==> src/rtl/flappy_pkg.sv <==
// Shared flappy-bird playfield definitions: pipe FSM encoding, screen geometry,
// scoring line, pipe colours and LFSR constants.
package flappy_pkg;

  typedef enum logic [1:0] {
    IDLE,
    SCROLL,
    FROZEN
  } pipe_state_t;

  localparam int SCREEN_W = 640;
  localparam int GROUND_Y = 440;
  localparam int BIRD_X   = 300;

  localparam logic [11:0] PIPE_EDGE_RGB = 12'h060;
  localparam logic [11:0] PIPE_CAP_RGB  = 12'h0c0;
  localparam logic [11:0] PIPE_BODY_RGB = 12'h0a0;

  localparam logic [15:0] LFSR_SEED = 16'hACE1;
  localparam logic [15:0] LFSR_MASK = 16'hB400;

endpackage

==> src/rtl/lfsr16.sv <==
// 16-bit Galois LFSR; steps once per enabled cycle, used to pick pipe gap heights.
module lfsr16 (
  input  logic        clk,
  input  logic        reset_n,
  input  logic        en,
  output logic [15:0] q
);
  import flappy_pkg::*;

  logic [15:0] q_q, q_d;

  always_comb begin
    q_d = q_q;
    if (en) q_d = {1'b0, q_q[15:1]} ^ (q_q[0] ? LFSR_MASK : '0);
  end

  always_ff @(posedge clk) begin
    if (!reset_n) q_q <= LFSR_SEED;
    else          q_q <= q_d;
  end

  assign q = q_q;

endmodule

==> src/rtl/pipe_field.sv <==
// Obstacle pipe track: scrolls NUM_PIPES slots on each frame strobe, recycles them
// with random gaps, scores crossings of the bird column and renders pipe pixels.
module pipe_field #(
  parameter int NUM_PIPES = 3,
  parameter int PIPE_W    = 52,
  parameter int SPACING   = 220,
  parameter int GAP_H     = 120,
  parameter int GAP_MIN   = 40,
  parameter int CAP_H     = 8,
  parameter int SPEED     = 2,
  parameter int SCREEN_W  = flappy_pkg::SCREEN_W,
  parameter int GROUND_Y  = flappy_pkg::GROUND_Y,
  parameter int BIRD_X    = flappy_pkg::BIRD_X
) (
  input  logic        clk,
  input  logic        reset_n,
  input  logic [10:0] x,
  input  logic [9:0]  y,
  input  logic        refresh,
  input  logic        flight,
  input  logic        collision,
  output logic        pipe_on,
  output logic [11:0] pipe_rgb,
  output logic [7:0]  score,
  output logic        score_tick,
  output logic        scrolling
);
  import flappy_pkg::*;

  localparam logic [10:0] SPEED_W    = 11'(SPEED);
  localparam logic [10:0] RETIRE_ADD = 11'(NUM_PIPES * SPACING - SPEED);
  localparam logic [10:0] BIRD_X_W   = 11'(BIRD_X);
  localparam logic [9:0]  GAP_MIN_W  = 10'(GAP_MIN);
  localparam logic [11:0] PIPE_W_W   = 12'(PIPE_W);
  localparam logic [10:0] GAP_H_W    = 11'(GAP_H);
  localparam logic [10:0] CAP_H_W    = 11'(CAP_H);
  localparam logic [9:0]  GROUND_W   = 10'(GROUND_Y);

  pipe_state_t state_q, state_d;
  logic        motion;
  logic [15:0] lfsr;
  logic [7:0]  score_q, score_d;
  logic        score_tick_q, score_tick_d;

  logic [NUM_PIPES-1:0] on_vec;
  logic [NUM_PIPES-1:0] cross_vec;
  logic [11:0]          rgb_all [NUM_PIPES];
  logic [10:0]          px_all  [NUM_PIPES];
  logic [9:0]           gt_all  [NUM_PIPES];

  lfsr16 u_lfsr (
    .clk     (clk),
    .reset_n (reset_n),
    .en      (refresh),
    .q       (lfsr)
  );

  always_ff @(posedge clk) begin
    if (!reset_n) state_q <= IDLE;
    else          state_q <= state_d;
  end

  always_comb begin
    state_d = state_q;
    if (refresh) begin
      case (state_q)
        IDLE:    if (flight) state_d = SCROLL;
        SCROLL:  if (collision || !flight) state_d = FROZEN;
        default: state_d = state_q;
      endcase
    end
  end

  // Motion only on frames that begin and end in SCROLL; the entry and exit frames hold still.
  always_comb begin
    scrolling = (state_q == SCROLL);
    motion    = refresh && (state_q == SCROLL) && (state_d == SCROLL);
  end

  for (genvar i = 0; i < NUM_PIPES; i++) begin : g_slot
    localparam logic [10:0] PX_RST = 11'(SCREEN_W + PIPE_W + i * SPACING);
    localparam logic [9:0]  GT_RST = 10'(GAP_MIN + 64 * (i + 1));

    logic [10:0] px_q, px_d;
    logic [9:0]  gt_q, gt_d;
    logic        cross_s, on_s, in_span, edge_col, cap_row, solid;
    logic [11:0] x12, px12;
    logic [10:0] y11, gt11, gap_bot;
    logic [11:0] rgb_s;

    always_comb begin
      px_d = px_q;
      gt_d = gt_q;
      if (motion) begin
        if (px_q <= SPEED_W) begin
          px_d = px_q + RETIRE_ADD;
          gt_d = GAP_MIN_W + {2'b00, lfsr[7:0]};
        end else begin
          px_d = px_q - SPEED_W;
        end
      end
      cross_s = motion && (px_q > BIRD_X_W) && (px_d <= BIRD_X_W);
    end

    always_ff @(posedge clk) begin
      if (!reset_n) begin
        px_q <= PX_RST;
        gt_q <= GT_RST;
      end else begin
        px_q <= px_d;
        gt_q <= gt_d;
      end
    end

    // Span test adds PIPE_W to x rather than subtracting from px, so no underflow near column 0.
    always_comb begin
      x12      = {1'b0, x};
      px12     = {1'b0, px_q};
      y11      = {1'b0, y};
      gt11     = {1'b0, gt_q};
      gap_bot  = gt11 + GAP_H_W;
      in_span  = (x12 < px12) && (x12 + PIPE_W_W >= px12);
      edge_col = (x12 + 12'd2 >= px12) || (x12 + PIPE_W_W < px12 + 12'd2);
      solid    = (y11 < gt11) || (y11 >= gap_bot);
      cap_row  = ((y11 < gt11) && (y11 + CAP_H_W >= gt11)) ||
                 ((y11 >= gap_bot) && (y11 < gap_bot + CAP_H_W));
      on_s     = in_span && (y < GROUND_W) && solid;
      rgb_s    = '0;
      if (on_s) begin
        if (edge_col)     rgb_s = PIPE_EDGE_RGB;
        else if (cap_row) rgb_s = PIPE_CAP_RGB;
        else              rgb_s = PIPE_BODY_RGB;
      end
    end

    assign on_vec[i]    = on_s;
    assign cross_vec[i] = cross_s;
    assign rgb_all[i]   = rgb_s;
    assign px_all[i]    = px_q;
    assign gt_all[i]    = gt_q;
  end

  always_comb begin
    score_d      = score_q;
    score_tick_d = 1'b0;
    if (|cross_vec) begin
      score_tick_d = 1'b1;
      if (score_q != 8'hFF) score_d = score_q + 8'd1;
    end
  end

  always_ff @(posedge clk) begin
    if (!reset_n) begin
      score_q      <= '0;
      score_tick_q <= 1'b0;
    end else begin
      score_q      <= score_d;
      score_tick_q <= score_tick_d;
    end
  end

  always_comb begin
    logic hit;
    hit      = 1'b0;
    pipe_rgb = '0;
    for (int unsigned k = 0; k < NUM_PIPES; k++) begin
      if (on_vec[k] && !hit) begin
        pipe_rgb = rgb_all[k];
        hit      = 1'b1;
      end
    end
    pipe_on = |on_vec;
  end

  assign score      = score_q;
  assign score_tick = score_tick_q;

endmodule

==> config.mk <==
export PLATFORM = sky130hd
export DESIGN_NAME = pipe_field
export DESIGN_NICKNAME = d
export VERILOG_FILES = /design/src/rtl/flappy_pkg.sv /design/src/rtl/lfsr16.sv /design/src/rtl/pipe_field.sv
export SDC_FILE = /design/constraint.sdc
export NUM_CORES = 1
export LEC_CHECK = 0
export ABC_AREA = 1
export BUFFER_PORTS_ARGS = -buffer_cell sky130_fd_sc_hd__buf_2
export CORE_ASPECT_RATIO = 0.8
export CORE_MARGIN = 3
export CORE_UTILIZATION = 30
export DETAILED_ROUTE_END_ITERATION = 16
export GPL_TIMING_DRIVEN = 0
export HOLD_SLACK_MARGIN = 0.05
export SYNTH_ARGS = -nofsm -noshare
export SYNTH_HDL_FRONTEND = slang
export SYNTH_HIERARCHICAL = 1
export SYNTH_SLANG_ARGS = --single-unit
==> constraint.sdc <==
create_clock -name clk -period 2.8 [get_ports clk]
set_input_delay 0 -clock clk [delete_from_list [all_inputs] [get_ports clk]]
set_output_delay 0 -clock clk [all_outputs]
set_load 0.005 [all_outputs]
# Word level (Yosys, flattened, before mapping)
# Index checks and enable logic that the tools add are counted.
# word_totals
reg_bits,90
mem_bits_rw,0
romBits,0
latch_bits,0
inputBits,26
out_inout_bits,23
memories,0
# classes
n_reduce_logical,45
muxes,25
div_mod_pow,0
bitwise,1
addsub,20
shift,0
n_mul,0
n_eq_ne,3
magnitude_cmp,34
# ops
op,n
12-bit by 11-bit greater-or-equal comparator with 1-bit output,6
11-bit two-way mux,6
11-bit by 2-bit adder with 12-bit output (second input constant),4
8-bit two-way mux,6
12-bit < comparator,3
10-bit by 7-bit adder with 11-bit output (second input constant),3
11-bit by 10-bit adder with 11-bit output (second input constant),3
11-bit by 4-bit adder with 11-bit output (second input constant),3
10-bit by 11-bit greater-or-equal comparator with 1-bit output,3
11-bit by 10-bit greater-or-equal comparator with 1-bit output,3
11-bit by 9-bit greater-than comparator with 1-bit output (second input constant),3
11-bit by 2-bit less-or-equal comparator with 1-bit output (second input constant),3
11-bit by 9-bit less-or-equal comparator with 1-bit output (second input constant),3
10-bit by 11-bit < comparator with 1-bit output,3
11-bit < comparator,3
11-bit by 2-bit subtractor with 11-bit output (second input constant),3
10-bit < comparator,3
1-bit logical AND,25
12-bit two-way mux,2
7-bit two-way mux,3
16-bit two-way mux,1
15-bit by 16-bit bitwise XOR with 16-bit output,1
11-bit by 6-bit adder with 12-bit output (second input constant),1
10-bit by 4-bit adder with 11-bit output (second input constant),1
other kinds (13),33

# Longest topological paths before layout
# depth
ltp_word,12
ltp_mapped,20
mapped_depth_nobuf,20

# By module
# Netlist, hierarchy kept.
# modules_own_cells
module,instances,area_per_inst_um2,cells_per_inst
pipe_field,1,9969.6,1449
lfsr16,1,624.3,80

# Worst setup path after synthesis
# Ideal clock, no wire load.
# synth_timing
kind,flip-flop to output port
startpoint,reg g_slot[1].gt_q[3]
endpoint,out pipe_rgb[5]
t_required_ps,2800
setup_slack_ps,288
stages_incl_launch_ff,17
t_arrival_ps,2512
cell_sequence,dfxtp_1 inv_1 ha_1 nand3_1 xor2_1 nor4_1 nand2_1 xnor2_1 ha_1 and3_1 a221o_1 a31oi_1 nand2_1 nand2_1 nand2_1 nand2_1 nand3_1
# synth_via
elab_chain_cells,10
word_cells_on_any_way,20
# synth_lines
element,line_no,source
start: declaration,pipe_field.sv:85,"logic [9:0] gt_q, gt_d;"
start signal: assignment,pipe_field.sv:111,gt_q <= gt_d;
10-bit by 7-bit adder with 11-bit output,pipe_field.sv:121,gap_bot = gt11 + GAP_H_W;
11-bit by 4-bit adder with 11-bit output,pipe_field.sv:126,((y11 >= gap_bot) && (y11 < gap_bot + CAP_H_W));
10-bit by 11-bit < comparator with 1-bit output,pipe_field.sv:126,
1-bit logical AND,pipe_field.sv:126,
1-bit logical OR,pipe_field.sv:125,cap_row = ((y11 < gt11) && (y11 + CAP_H_W >= gt11)) ||
7-bit two-way mux,pipe_field.sv:131,else if (cap_row) rgb_s = PIPE_CAP_RGB;
8-bit two-way mux,pipe_field.sv:130,if (edge_col) rgb_s = PIPE_EDGE_RGB;
8-bit two-way mux,pipe_field.sv:129,if (on_s) begin
12-bit two-way mux,pipe_field.sv:167,if (on_vec[k] && !hit) begin
12-bit two-way mux *,pipe_field.sv:167,
end: declaration,pipe_field.sv:23,"output logic [11:0] pipe_rgb,"
# Mark *: on every way between the ends. The rest lies on a longest branch, timed or not.

# Final worst setup path
# Same ends and word-level chain as after synthesis.

==> metrics.md <==
| Metric | Value |
|---|---|
| Crit path largest cell delay | 0.36 ns |
| Post-DRT Antenna Nets | 0 |
| CTS Buf Count | 9 |
| Hold slack | 0.103 ns |
| Synth area leader | ha_1 |
| Final Skew | 0.0107 ns |
| Failing checks | negative setup slack |
| Outcome | finished, violations left |
| Synth Cell Area | 10600 µm² |
| Required time of the critical path | 2.80 ns |
| Clk_lat worst skew | 0.35 ns |
| CP endpoint | pipe_rgb[5] |
| Post-synth cell types | 56 |
| Row cnt | 60 |
| Vias | 10737 |
| Tightest Pin Transition | 0.817 ns |
| Post-synth ARST share | 0% |
| Crit Path Class | reg -> out |
| Vias in the first global route | 10091 |
| Final hold violation count | 0 |
| Remaining global-route overflow | 0 |
| Iter 0 DRT Violations | roughly 800 |
| Slowest stage cell, crit path | dfxtp_4 |
| Max-cap viol count | 0 |
| Largest net degree at the start of global routing | 18 |
| Worst path arrival time | 3.08 ns |
| Reg2reg path depth | 10 |
| Sequential area share after synthesis | 15.9% |
| Worst Setup SP | g_slot[1].gt_q[3] |
| Root buffer cell | clkbuf_16 |
| Tightest Hold Check Type | in -> reg |
| Syn Area/Cell | 6.93 µm² |
| Fin crit period | 3.08 ns |
| Final net count | 1891 |
| Yosys warning count | 6 |
| Max clock buf depth | 2 |
| Layout Utilization | 37.7% |
| Most common cell after layout, fill and taps aside | nand2_1 |
| RSZ-0062 raised after global routing | yes |
| Min-Delay Startpoint | collision |
| DRC | 0 |
| Startpoint Class | flop |
| Die width | 216 µm |
| Pre-CTS setup slack | -0.684 ns |
| CTS sink count | 84 |
| P per Cell Area | 274 nW/µm² |
| Placed insts | between 2000 and 2500 |
| FF-to-FF End | g_slot[2].gt_q[8] |
| Most frequent cells in the layout | nand2_1 (250), ha_1 (213), inv_1 (167) |
| Area fraction of the dominant cell type after synthesis | between 20% and 30% |
| R2r startpoint | g_slot[2].px_q[2] |
| Port buffer count | 39 |
| Max IR drop VDD | 234 µV |
| Post-synth EDFFs | 0 |
| Pins Over Slew Limit | 0 |
| Tot Pwr | 3540 µW |
| Fraction of layout cells with a size suffix above 1 | 19.3% |
| Die Y | between 150 and 200 µm |
| Core ar. | around 34000 µm² |
| Ys flop type | dfxtp_1 |
| Ports | 49 |
| Wire per inst | 15.6 µm |
| Fin crit share | 110% |
| Routability congestion estimate | a little over 0.9 |
| Most used cell, CP | nand2_1 |
| Via density | 5.08 |
| Router iterations before antenna repair | 5 |
| CTS tree | done |
| Finished Layout Cells | ~2100 |
| Synth Instances | 1529 |
| # setup viols final | 3 |
| Initial antenna violation count | 1 |
| Hpwl dp | 25700 µm |
| Crit path cell chain | inv_4 -> ha_4 -> nand3_4 -> xor2_4 -> nor4_2 -> nand2_1 -> xnor2_1 -> ha_1 -> and3_4 -> a221o_1 -> a31oi_1 -> nand2_1 -> nand2_1 -> nand2_1 -> nand2_1 -> nand3_2 -> buf_2 |
| Worst setup margin | -0.278 ns |
| Area added between synthesis and finish | 21.8% |
| N_diodes | 0 |
| GRT Resource Usage Total | 17.2% |
| Reg2Reg Setup Slack | 0.24 ns |
| Top cells by area, synth | ha_1 (26%), dfxtp_1 (16%), nand2_1 (9.3%) |
| Total routed wirelength | 33000 µm |
| Htree depth | 3 |
| Worst-path clk slew | about 0.070 ns |
| Die ar. | 37600 µm² |
| Crit. End Element | output pin |
| Pleak | between 0.006 and 0.007 µW |
| Initial Util | 30.9% |
| First-pass GRT wire length | about 53000 µm |
| Crit Path Max Fanout | 3 |
| Fmax | 325 MHz |
| Slew margin rel. | about 45% |
| Synth Register Bits | 84 |
==> stage by stage <==
| step | setup TNS (ns) | instance area (µm²) |
|---|---|---|
| 6_report | -0.681 | 12900 |
| 4_1_cts | -0.667 | 12500 |
| 5_1_grt | -1.21 | 12900 |
| 3_5_place_dp | -2.51 | 11400 |
| 2_1_floorplan | 0 | 10600 |
| 3_3_place_gp | -2.15 | 11400 |
==> registers in the layout, summed over array words and instances (netlist names) <==
name / cells
state_q: 2
u_lfsr/q: 16
g_slot.gt_q: 27
score: 8
g_slot.px_q: 30
score_tick: 1
==> synthesized netlist by cell type, types with 3 or more instances <==
| cell type | count |
|---|---|
| buf_4 | 11 |
| o211ai_1 | 13 |
| o21ai_1 | 11 |
| nand3_1 | 92 |
| nor2_1 | 147 |
| buf_6 | 5 |
| a211oi_1 | 9 |
| or2_2 | 7 |
| nor3_1 | 39 |
| xnor2_1 | 14 |
| nor2_2 | 9 |
| nor3_2 | 5 |
| dfxtp_1 | 84 |
| clkbuf_1 | 7 |
| a31oi_1 | 7 |
| o21bai_1 | 10 |
| o2111ai_1 | 5 |
| buf_2 | 8 |
| nor2_4 | 4 |
| xor2_1 | 60 |
| o311ai_0 | 3 |
| nor4_1 | 9 |
| o21ai_0 | 74 |
| a21oi_2 | 3 |
| ha_1 | 221 |
| a21oi_1 | 120 |
| o31ai_1 | 5 |
| and3_1 | 6 |
| nand2_2 | 6 |
| nand4_1 | 41 |
| nand2_1 | 263 |
| inv_1 | 191 |
| a21o_1 | 8 |
==> per-layer routing <==
| layer | share of wire (%) | track usage, % |
|---|---|---|
| met5 | 0.061 | 0 |
| met4 | 1.1 | 3.42 |
| met3 | 5.0 | 2.10 |
| met2 | 45 | 27.5 |
| met1 | 49 | 24.8 |
==> final cells by class <==
type | instances | area (µm²)
clock inverter | 7 | 93.8
clock buffer | 9 | 225
tap | 465 | 582
multi-input combinational | 1221 | 8580
fill | 3627 | 21300
buffer | 35 | 256
sequential | 84 | 1740
timing repair buffer | 96 | 638
inverter | 197 | 786
==> logic make-up (layout without fill, tap and decap cells) <==
kind of cell | count (synthesis) | count (layout) | synth area share (%)
flip-flops | 84 | 84 | 15.9
AO/OA/AOI/OAI | 279 | 279 | 15.1
AND/OR/NAND/NOR | 638 | 638 | 27.4
adder cells (fa/ha/maj) | 221 | 221 | 26.1
buffers and inverters | 232 | 344 | 9.35
XOR/XNOR | 74 | 74 | 6.12
other | 1 | 9 | 0.0354
==> worst min-delay path by stage <==
stage,end,slack (ns),cells after the start
after floorplan,u_lfsr/q[14],0.14,2
after global placement,state_q[1],0.31,3
after detailed placement,state_q[0],0.31,3
after CTS,state_q[1],0.1,5
after global routing,state_q[1],0.16,5
final,state_q[1],0.10,5
==> where the power goes <==
part	internal (µW)	switching [µW]	total (µW)	leakage [µW]
registers	1210	24.3	1230	0.000688
logic	380	631	1010	0.00524
clock network	719	576	1300	0.000153
total	2310	1230	3540	0.00608
==> critical path: cells and delay by family, from the launching register on <==
family	cells	cell delay, ns
and+or+nand+nor	9	0.93
AOI/OAI and AO/OA	2	0.46
DFF	1	0.36
buffers and inverters	2	0.20
xor gates and xnor gates	2	0.35
adders and majority gates	2	0.42
==> repair_timing <==
action / 4_1_cts / 5_1_grt
setup buffers: 40 / 13
hold buffers: 4 / 0
setup endpoints to repair: 4 / 6
pin swaps: 47 / 37
gates resized for setup: 139 / 64
hold endpoints to repair: 3 / 0
Power figures use the tool's default switching activity.
